--- src/rtl/fifo_ff_param_if.sv ---
// Handshake bundle for fifo_ff_param: producer/consumer side is the master,
// the FIFO itself is the slave.
interface fifo_ff_param_if #(
  parameter int WIDTH = 32,
  parameter int DEPTH = 16
);
  localparam int OW = $clog2(DEPTH) + 1;

  logic             wr_en;
  logic [WIDTH-1:0] wr_data;
  logic             rd_en;
  logic [WIDTH-1:0] rd_data;
  logic             rd_valid;
  logic             full;
  logic             empty;
  logic             almost_full;
  logic             almost_empty;
  logic [OW-1:0]    occup;

  modport master (
    output wr_en, wr_data, rd_en,
    input  rd_data, rd_valid, full, empty, almost_full, almost_empty, occup
  );

  modport slave (
    input  wr_en, wr_data, rd_en,
    output rd_data, rd_valid, full, empty, almost_full, almost_empty, occup
  );
endinterface

--- src/rtl/fifo_ff_param.sv ---
// Single-clock FIFO of any depth >= 2 with almost flags and optional FWFT read.
// Define FIFO_FF_ERR_CNT_EN to add saturating overflow/underflow counters.
module fifo_ff_param #(
  parameter int WIDTH  = 32,
  parameter int DEPTH  = 16,
  parameter int FWFT   = 0,
  parameter int AF_LVL = DEPTH - 2,
  parameter int AE_LVL = 2
) (
  input  logic            clk,
  input  logic            rst_n,
  fifo_ff_param_if.slave  bus
`ifdef FIFO_FF_ERR_CNT_EN
  ,
  input  logic            err_clr,
  output logic [15:0]     ovf_cnt,
  output logic [15:0]     udf_cnt
`endif
);
  localparam int PW = (DEPTH > 1) ? $clog2(DEPTH) : 1;
  localparam int OW = $clog2(DEPTH) + 1;

  if (WIDTH < 1) begin : g_bad_width
    $error("fifo_ff_param: WIDTH must be >= 1");
  end
  if (DEPTH < 2) begin : g_bad_depth
    $error("fifo_ff_param: DEPTH must be >= 2");
  end
  if (FWFT != 0 && FWFT != 1) begin : g_bad_fwft
    $error("fifo_ff_param: FWFT must be 0 or 1");
  end
  if (AF_LVL < 1 || AF_LVL > DEPTH) begin : g_bad_af
    $error("fifo_ff_param: AF_LVL out of range 1..DEPTH");
  end
  if (AE_LVL < 0 || AE_LVL > DEPTH - 1) begin : g_bad_ae
    $error("fifo_ff_param: AE_LVL out of range 0..DEPTH-1");
  end

  logic [WIDTH-1:0] mem [DEPTH];
  logic [PW-1:0]    wr_ptr;
  logic [PW-1:0]    rd_ptr;
  logic [OW-1:0]    occ_q;
  logic             full_w;
  logic             empty_w;
  logic             wr_acc;
  logic             rd_acc;

  assign full_w  = (occ_q == OW'(DEPTH));
  assign empty_w = (occ_q == '0);
  assign wr_acc  = bus.wr_en && !full_w;
  assign rd_acc  = bus.rd_en && !empty_w;

  // Explicit wrap so non-power-of-two depths never alias unused slots.
  function automatic logic [PW-1:0] ptr_inc(input logic [PW-1:0] p);
    return (p == PW'(DEPTH - 1)) ? '0 : p + PW'(1);
  endfunction

  always_ff @(posedge clk or negedge rst_n) begin
    if (!rst_n) begin
      wr_ptr <= '0;
      rd_ptr <= '0;
      occ_q  <= '0;
    end else begin
      if (wr_acc) wr_ptr <= ptr_inc(wr_ptr);
      if (rd_acc) rd_ptr <= ptr_inc(rd_ptr);
      if (wr_acc && !rd_acc)      occ_q <= occ_q + OW'(1);
      else if (rd_acc && !wr_acc) occ_q <= occ_q - OW'(1);
    end
  end

  always_ff @(posedge clk) begin
    if (wr_acc) mem[wr_ptr] <= bus.wr_data;
  end

  assign bus.full         = full_w;
  assign bus.empty        = empty_w;
  assign bus.occup        = occ_q;
  assign bus.almost_full  = (occ_q >= OW'(AF_LVL));
  assign bus.almost_empty = (occ_q <= OW'(AE_LVL));

  if (FWFT != 0) begin : g_fwft
    assign bus.rd_data  = mem[rd_ptr];
    assign bus.rd_valid = !empty_w;
  end else begin : g_std
    logic [WIDTH-1:0] rd_data_q;
    logic             rd_valid_q;

    always_ff @(posedge clk or negedge rst_n) begin
      if (!rst_n) begin
        rd_data_q  <= '0;
        rd_valid_q <= 1'b0;
      end else begin
        rd_valid_q <= rd_acc;
        if (rd_acc) rd_data_q <= mem[rd_ptr];
      end
    end

    assign bus.rd_data  = rd_data_q;
    assign bus.rd_valid = rd_valid_q;
  end

`ifdef FIFO_FF_ERR_CNT_EN
  // Clear has priority over a same-cycle increment; both counters saturate.
  always_ff @(posedge clk or negedge rst_n) begin
    if (!rst_n) begin
      ovf_cnt <= '0;
      udf_cnt <= '0;
    end else if (err_clr) begin
      ovf_cnt <= '0;
      udf_cnt <= '0;
    end else begin
      if (bus.wr_en && full_w && ovf_cnt != 16'hFFFF)  ovf_cnt <= ovf_cnt + 16'd1;
      if (bus.rd_en && empty_w && udf_cnt != 16'hFFFF) udf_cnt <= udf_cnt + 16'd1;
    end
  end
`endif
endmodule

--- src/flat_wrapper.sv ---
// flat-port wrapper written by rule: the top's interface ports become plain ports
module fifo_ff_param_flat 
#(
  parameter int WIDTH  = 32,
  parameter int DEPTH  = 16,
  parameter int FWFT   = 0,
  parameter int AF_LVL = DEPTH - 2,
  parameter int AE_LVL = 2
)
  (clk, rst_n, bus_wr_en, bus_wr_data, bus_rd_en, bus_rd_data, bus_rd_valid, bus_full, bus_empty, bus_almost_full, bus_almost_empty, bus_occup);
  fifo_ff_param_if #(.WIDTH(WIDTH), .DEPTH(DEPTH)) bus_i ();
  input  logic clk;
  input  logic rst_n;
  input wire logic [$bits(bus_i.wr_en)-1:0] bus_wr_en;
  input wire logic [$bits(bus_i.wr_data)-1:0] bus_wr_data;
  input wire logic [$bits(bus_i.rd_en)-1:0] bus_rd_en;
  output wire logic [$bits(bus_i.rd_data)-1:0] bus_rd_data;
  output wire logic [$bits(bus_i.rd_valid)-1:0] bus_rd_valid;
  output wire logic [$bits(bus_i.full)-1:0] bus_full;
  output wire logic [$bits(bus_i.empty)-1:0] bus_empty;
  output wire logic [$bits(bus_i.almost_full)-1:0] bus_almost_full;
  output wire logic [$bits(bus_i.almost_empty)-1:0] bus_almost_empty;
  output wire logic [$bits(bus_i.occup)-1:0] bus_occup;
  assign bus_i.wr_en = bus_wr_en;
  assign bus_i.wr_data = bus_wr_data;
  assign bus_i.rd_en = bus_rd_en;
  assign bus_rd_data = bus_i.rd_data;
  assign bus_rd_valid = bus_i.rd_valid;
  assign bus_full = bus_i.full;
  assign bus_empty = bus_i.empty;
  assign bus_almost_full = bus_i.almost_full;
  assign bus_almost_empty = bus_i.almost_empty;
  assign bus_occup = bus_i.occup;
  fifo_ff_param #(.WIDTH(WIDTH), .DEPTH(DEPTH), .FWFT(FWFT), .AF_LVL(AF_LVL), .AE_LVL(AE_LVL)) u_core (.clk(clk), .rst_n(rst_n), .bus(bus_i));
endmodule
--- config.mk ---
export PLATFORM = sky130hd
export DESIGN_NAME = fifo_ff_param_flat
export DESIGN_NICKNAME = d
export VERILOG_FILES = /design/src/rtl/fifo_ff_param_if.sv /design/src/rtl/fifo_ff_param.sv /design/src/flat_wrapper.sv
export SDC_FILE = /design/constraint.sdc
export NUM_CORES = 1
export LEC_CHECK = 0
export BUFFER_PORTS_ARGS = -buffer_cell sky130_fd_sc_hd__buf_2
export CORE_UTILIZATION = 65
export CTS_BUF_LIST = sky130_fd_sc_hd__clkbuf_8 sky130_fd_sc_hd__clkbuf_16
export CTS_CLUSTER_DIAMETER = 120
export DETAILED_ROUTE_END_ITERATION = 8
export GPL_ROUTABILITY_DRIVEN = 1
export PLACE_DENSITY = 0.87
export SYNTH_ARGS = -nofsm -noshare
export SYNTH_HDL_FRONTEND = slang
export SYNTH_SLANG_ARGS = --single-unit
--- constraint.sdc ---
create_clock -name clk -period 7.2 [get_ports clk]
set_clock_uncertainty 0.15 [all_clocks]
set_input_delay 1.44 -clock clk [delete_from_list [all_inputs] [get_ports clk]]
set_output_delay 1.44 -clock clk [all_outputs]
set_load 0.01 [all_outputs]
==> results.txt <==
----------------------------------------------------
[Outcome]
  Result of the run ... finished, final reports clean

[STA]
  Period Utilization, post-route ... ~54%
  Worst Tran Pin Value ... 1.33 ns
  Final max-slew violation count ... 0
  Achievable Freq ... approximately 260 MHz
  Hold Slack ... ~0.43 ns
  Final number of hold-violating endpoints ... 0
  RSZ-0062 raised after global routing ... no
  Remaining max-slew budget at the tightest pin ... a little over a tenth
  Setup total negative slack ... 0 ns
  Setup WS post-layout ... 3.30 ns
  Final number of setup-violating endpoints ... 0
  Final critical path time including I/O delays and setup ... 3.90 ns

[Synth]
  Synthesized area per cell ... approximately 22 um^2
  Ys async rst share ... approximately 8.2%
  Flip-flop cell with the highest count after synthesis ... edfxtp_1
  Portion of synthesized cell area occupied by the leading cell type ... between 70 and 80%
  Synthesized Nets ... around 1000
  Flip-flop and latch count after synthesis ... around 560
  Largest area contributor in the netlist ... edfxtp_1
  Count of flip-flops with a built-in enable after synthesis ... ~500
  Cell types with the highest counts after synthesis ... edfxtp_1 (512), mux4_2 (128), o22ai_1 (54)
  Synthesized instance count ... about 960
  Synth cell types ... 36
  Ranking of synthesized cells by area ... edfxtp_1 (72%), mux4_2 (14%), dfrtp_1 (5.4%)
  Sequential-to-total area share from yosys stat ... 77.7%
  Post-Syn Area ... between 20000 and 25000 um^2
  Syn. warnings ... 0
  Most frequent cell after synthesis ... edfxtp_1

[Setup path]
  Arrival time at the worst endpoint ... around 3.9 ns
  Critical Path Fanout Max ... 32
  Critical path start-end classification ... primary input to flop
  Critical Path Sink Type ... flop
  Endpoint required time on the critical path ... between 7 and 8 ns
  Kind of start point of the critical path ... primary input

[GRT]
  Gr usage total ... between 20% and 30%
  Wire length of the first global-routing pass ... approximately 70000 um
  Number of antenna violations at the first check in global routing ... 0
  Vias in the first global route ... 10800
  Pin count of the biggest net entering global routing ... 77
  Global route overflow ... 0

[Cells and area]
  Number of inserted diodes ... 0
  Fraction of final layout cells with drive strength greater than 1 ... 33.5%
  Layout fillers ... between 1500 and 2000
  Combined area of the multi-input logic cells ... around 4500 um^2
  FF/Latch Area ... around 17000 um^2
  Synthesis-to-layout area growth ... 11.7%
  Final-stage net count ... around 1100

[Drt]
  Vias ... 10500
  Initial DRC count ... between 1000 and 1500
  Total wire length ... ~48000 um
  Ratio of routed vias to standard cells ... between 6 and 7
  Pre-Repair DR Iteration Count ... 6
  DRC violations left ... 0
  Wirelength per Cell ... between 30 and 40 um
  Number of nets with antenna violations after detailed routing ... 0

[Placed design]
  # port buffers ... 77
  Minimum setup slack after placement ... 2.76 ns
  Final weighted congestion of routability-driven global placement ... a little under 0.8
  HPWL after detailed placement ... around 23000 um

[Floorplanning]
  I/O pins ... 78
  Die outline area ... approximately 33000 um^2
  Die height ... 183 um
  Initial Util ... 66.7%
  Width of the die ... 183 um
  Core region area ... 31900 um^2
  Std cell rows ... 65

[Power and ir drop]
  Worst ir drop on vdd ... 0.290 mV
  Power density over the cells ... approximately 400 nW/um^2
  Total leakage power ... 0.00768 uW

[Clock tree]
  Number of buffers inserted to repair setup after CTS ... 0
  H-tree lvl count ... 2
  Largest buffer count on any clock path ... 3
  Cell at the root of the clock tree ... clkbuf_16
  TritonCTS Buffers ... between 50 and 60
  Count of instances resized after the clock tree is built ... 0
  Hold_buf cts ... 0
  Clock-pin slew of the registers on the worst-case setup and hold paths ... 0.06 ns
  Number of clock sinks ... ~560
  Clock tree from TritonCTS ... yes
  Clock latency reported for the late side of the worst-skew pair ... between 0.5 and 0.6 ns

[Run]
  Max Cap Violations ... 0

[Min path]
  Min-delay worst type ... flop to flop

----------------------------------------------------
-- critical path, stage by stage --
cell and delay (ns):
buf_2 0.08, inv_1 0.03, a31oi_1 0.75, nand2_1 0.51
nor2_4 1.09
-- layout make-up --
type	instances	share of cell area, %
Tap cell	435	2.29
Multi-Input combinational cell	336	19.1
Clock buffer	58	5.88
Sequential cell	558	69.6
Clock inverter	39	1.06
Inverter	5	0.0791
Timing Repair Buffer	87	1.94
-- layer usage --
layer	vias up	wire (um)	GRT usage, %
met5	-	0	0
met4	0	1590	11.7
met3	129	4360	4.05
met2	727	24200	49.2
met1	5398	17400	41.3
li1	4198	-	-
-- sequential cells by signal, summed over array words and instances (netlist names) --
register / count
u_core.mem: 512
u_core.bus.rd_data: 32
u_core.bus.occup: 5
u_core.rd_ptr: 4
u_core.wr_ptr: 4
u_core.bus.rd_valid: 1
-- placed cells by master (no fill, tap or decap), drive strengths merged --
| master | synthesis | final |
|---|---|---|
| buf | 32 | 87 |
| nand3 | 3 | 3 |
| nor3 | 6 | 6 |
| mux2 | 35 | 35 |
| mux4 | 128 | 128 |
| fa | 1 | 1 |
| a31oi | 2 | 2 |
| o311ai | 1 | 1 |
| clkbuf | 26 | 58 |
| a21oi | 36 | 36 |
| o31a | 1 | 1 |
| xnor2 | 5 | 5 |
| or2 | 1 | 1 |
| xor2 | 1 | 1 |
| nand2b | 3 | 3 |
| a22o | 1 | 1 |
| ha | 9 | 9 |
| nand2 | 10 | 10 |
| and3 | 1 | 1 |
| inv | 5 | 19 |
| o21ai | 5 | 5 |
| a31o | 1 | 1 |
| or3 | 1 | 1 |
| edfxtp | 512 | 512 |
| dfrtp | 46 | 46 |
| mux2i | 1 | 1 |
| o31ai | 1 | 1 |
| o22ai | 64 | 64 |
| a21o | 3 | 3 |
| nor2 | 16 | 16 |
| clkinv | 0 | 20 |
| bufinv | 0 | 2 |
| clkinvlp | 0 | 3 |
-- power breakdown --
group          internal [uW]  total, uW  switching [uW]  leakage, uW
Sequential              3950       4350             397      0.00514
Clock                   1470       2660            1190     0.000849
Combinational           1170       2410            1250      0.00169
-- final timing paths --
path | from | endpoint | slack [ns] | cells past startpoint
max reg2reg | u_core.bus.occup[0]$_DFFE_PN0P_ | u_core.mem[5][23]$_DFFE_PP_ | 3.56 | 4
min in group asynchronous | rst_n | u_core.bus.rd_data[2]$_DFFE_PN0P_ | 0.87 | 2
min | u_core.bus.rd_data[31]$_DFFE_PN0P_ | u_core.bus.rd_data[31]$_DFFE_PN0P_ | 0.43 | 2
max | bus_wr_en | u_core.mem[5][23]$_DFFE_PP_ | 3.30 | 5
max in group asynchronous | rst_n | u_core.rd_ptr[0]$_DFFE_PN0P_ | 5.48 | 2
min reg2reg | u_core.bus.rd_data[31]$_DFFE_PN0P_ | u_core.bus.rd_data[31]$_DFFE_PN0P_ | 0.43 | 2
-- metrics by stage --
| stage | utilization (%) | power, uW | area [um^2] | cells |
|---|---|---|---|---|
| global route | 74.5 | 9740 | 23700 | 1518 |
| global placement | 69.3 | 6640 | 22100 | 1421 |
| floorplan | - | 6030 | 21300 | 957 |
| CTS | 74.5 | 9450 | 23700 | 1518 |
| finish | 74.5 | 9430 | 23700 | 1518 |
| detailed placement | 69.3 | 6760 | 22100 | 1421 |
-- kinds of logic after synthesis --
| logic type | Yosys count | share of synthesized area [%] |
|---|---|---|
| AOI/OAI and AO/OA | 115 | 3.59 |
| xor gates and xnor gates | 6 | 0.247 |
| adders and majority gates | 10 | 0.624 |
| buffers and inverters | 63 | 1.48 |
| DFF | 558 | 77.7 |
| muxes | 164 | 15.5 |
| and+or+nand+nor | 41 | 0.871 |
Note: power is estimated with default switching activity, not from simulation.
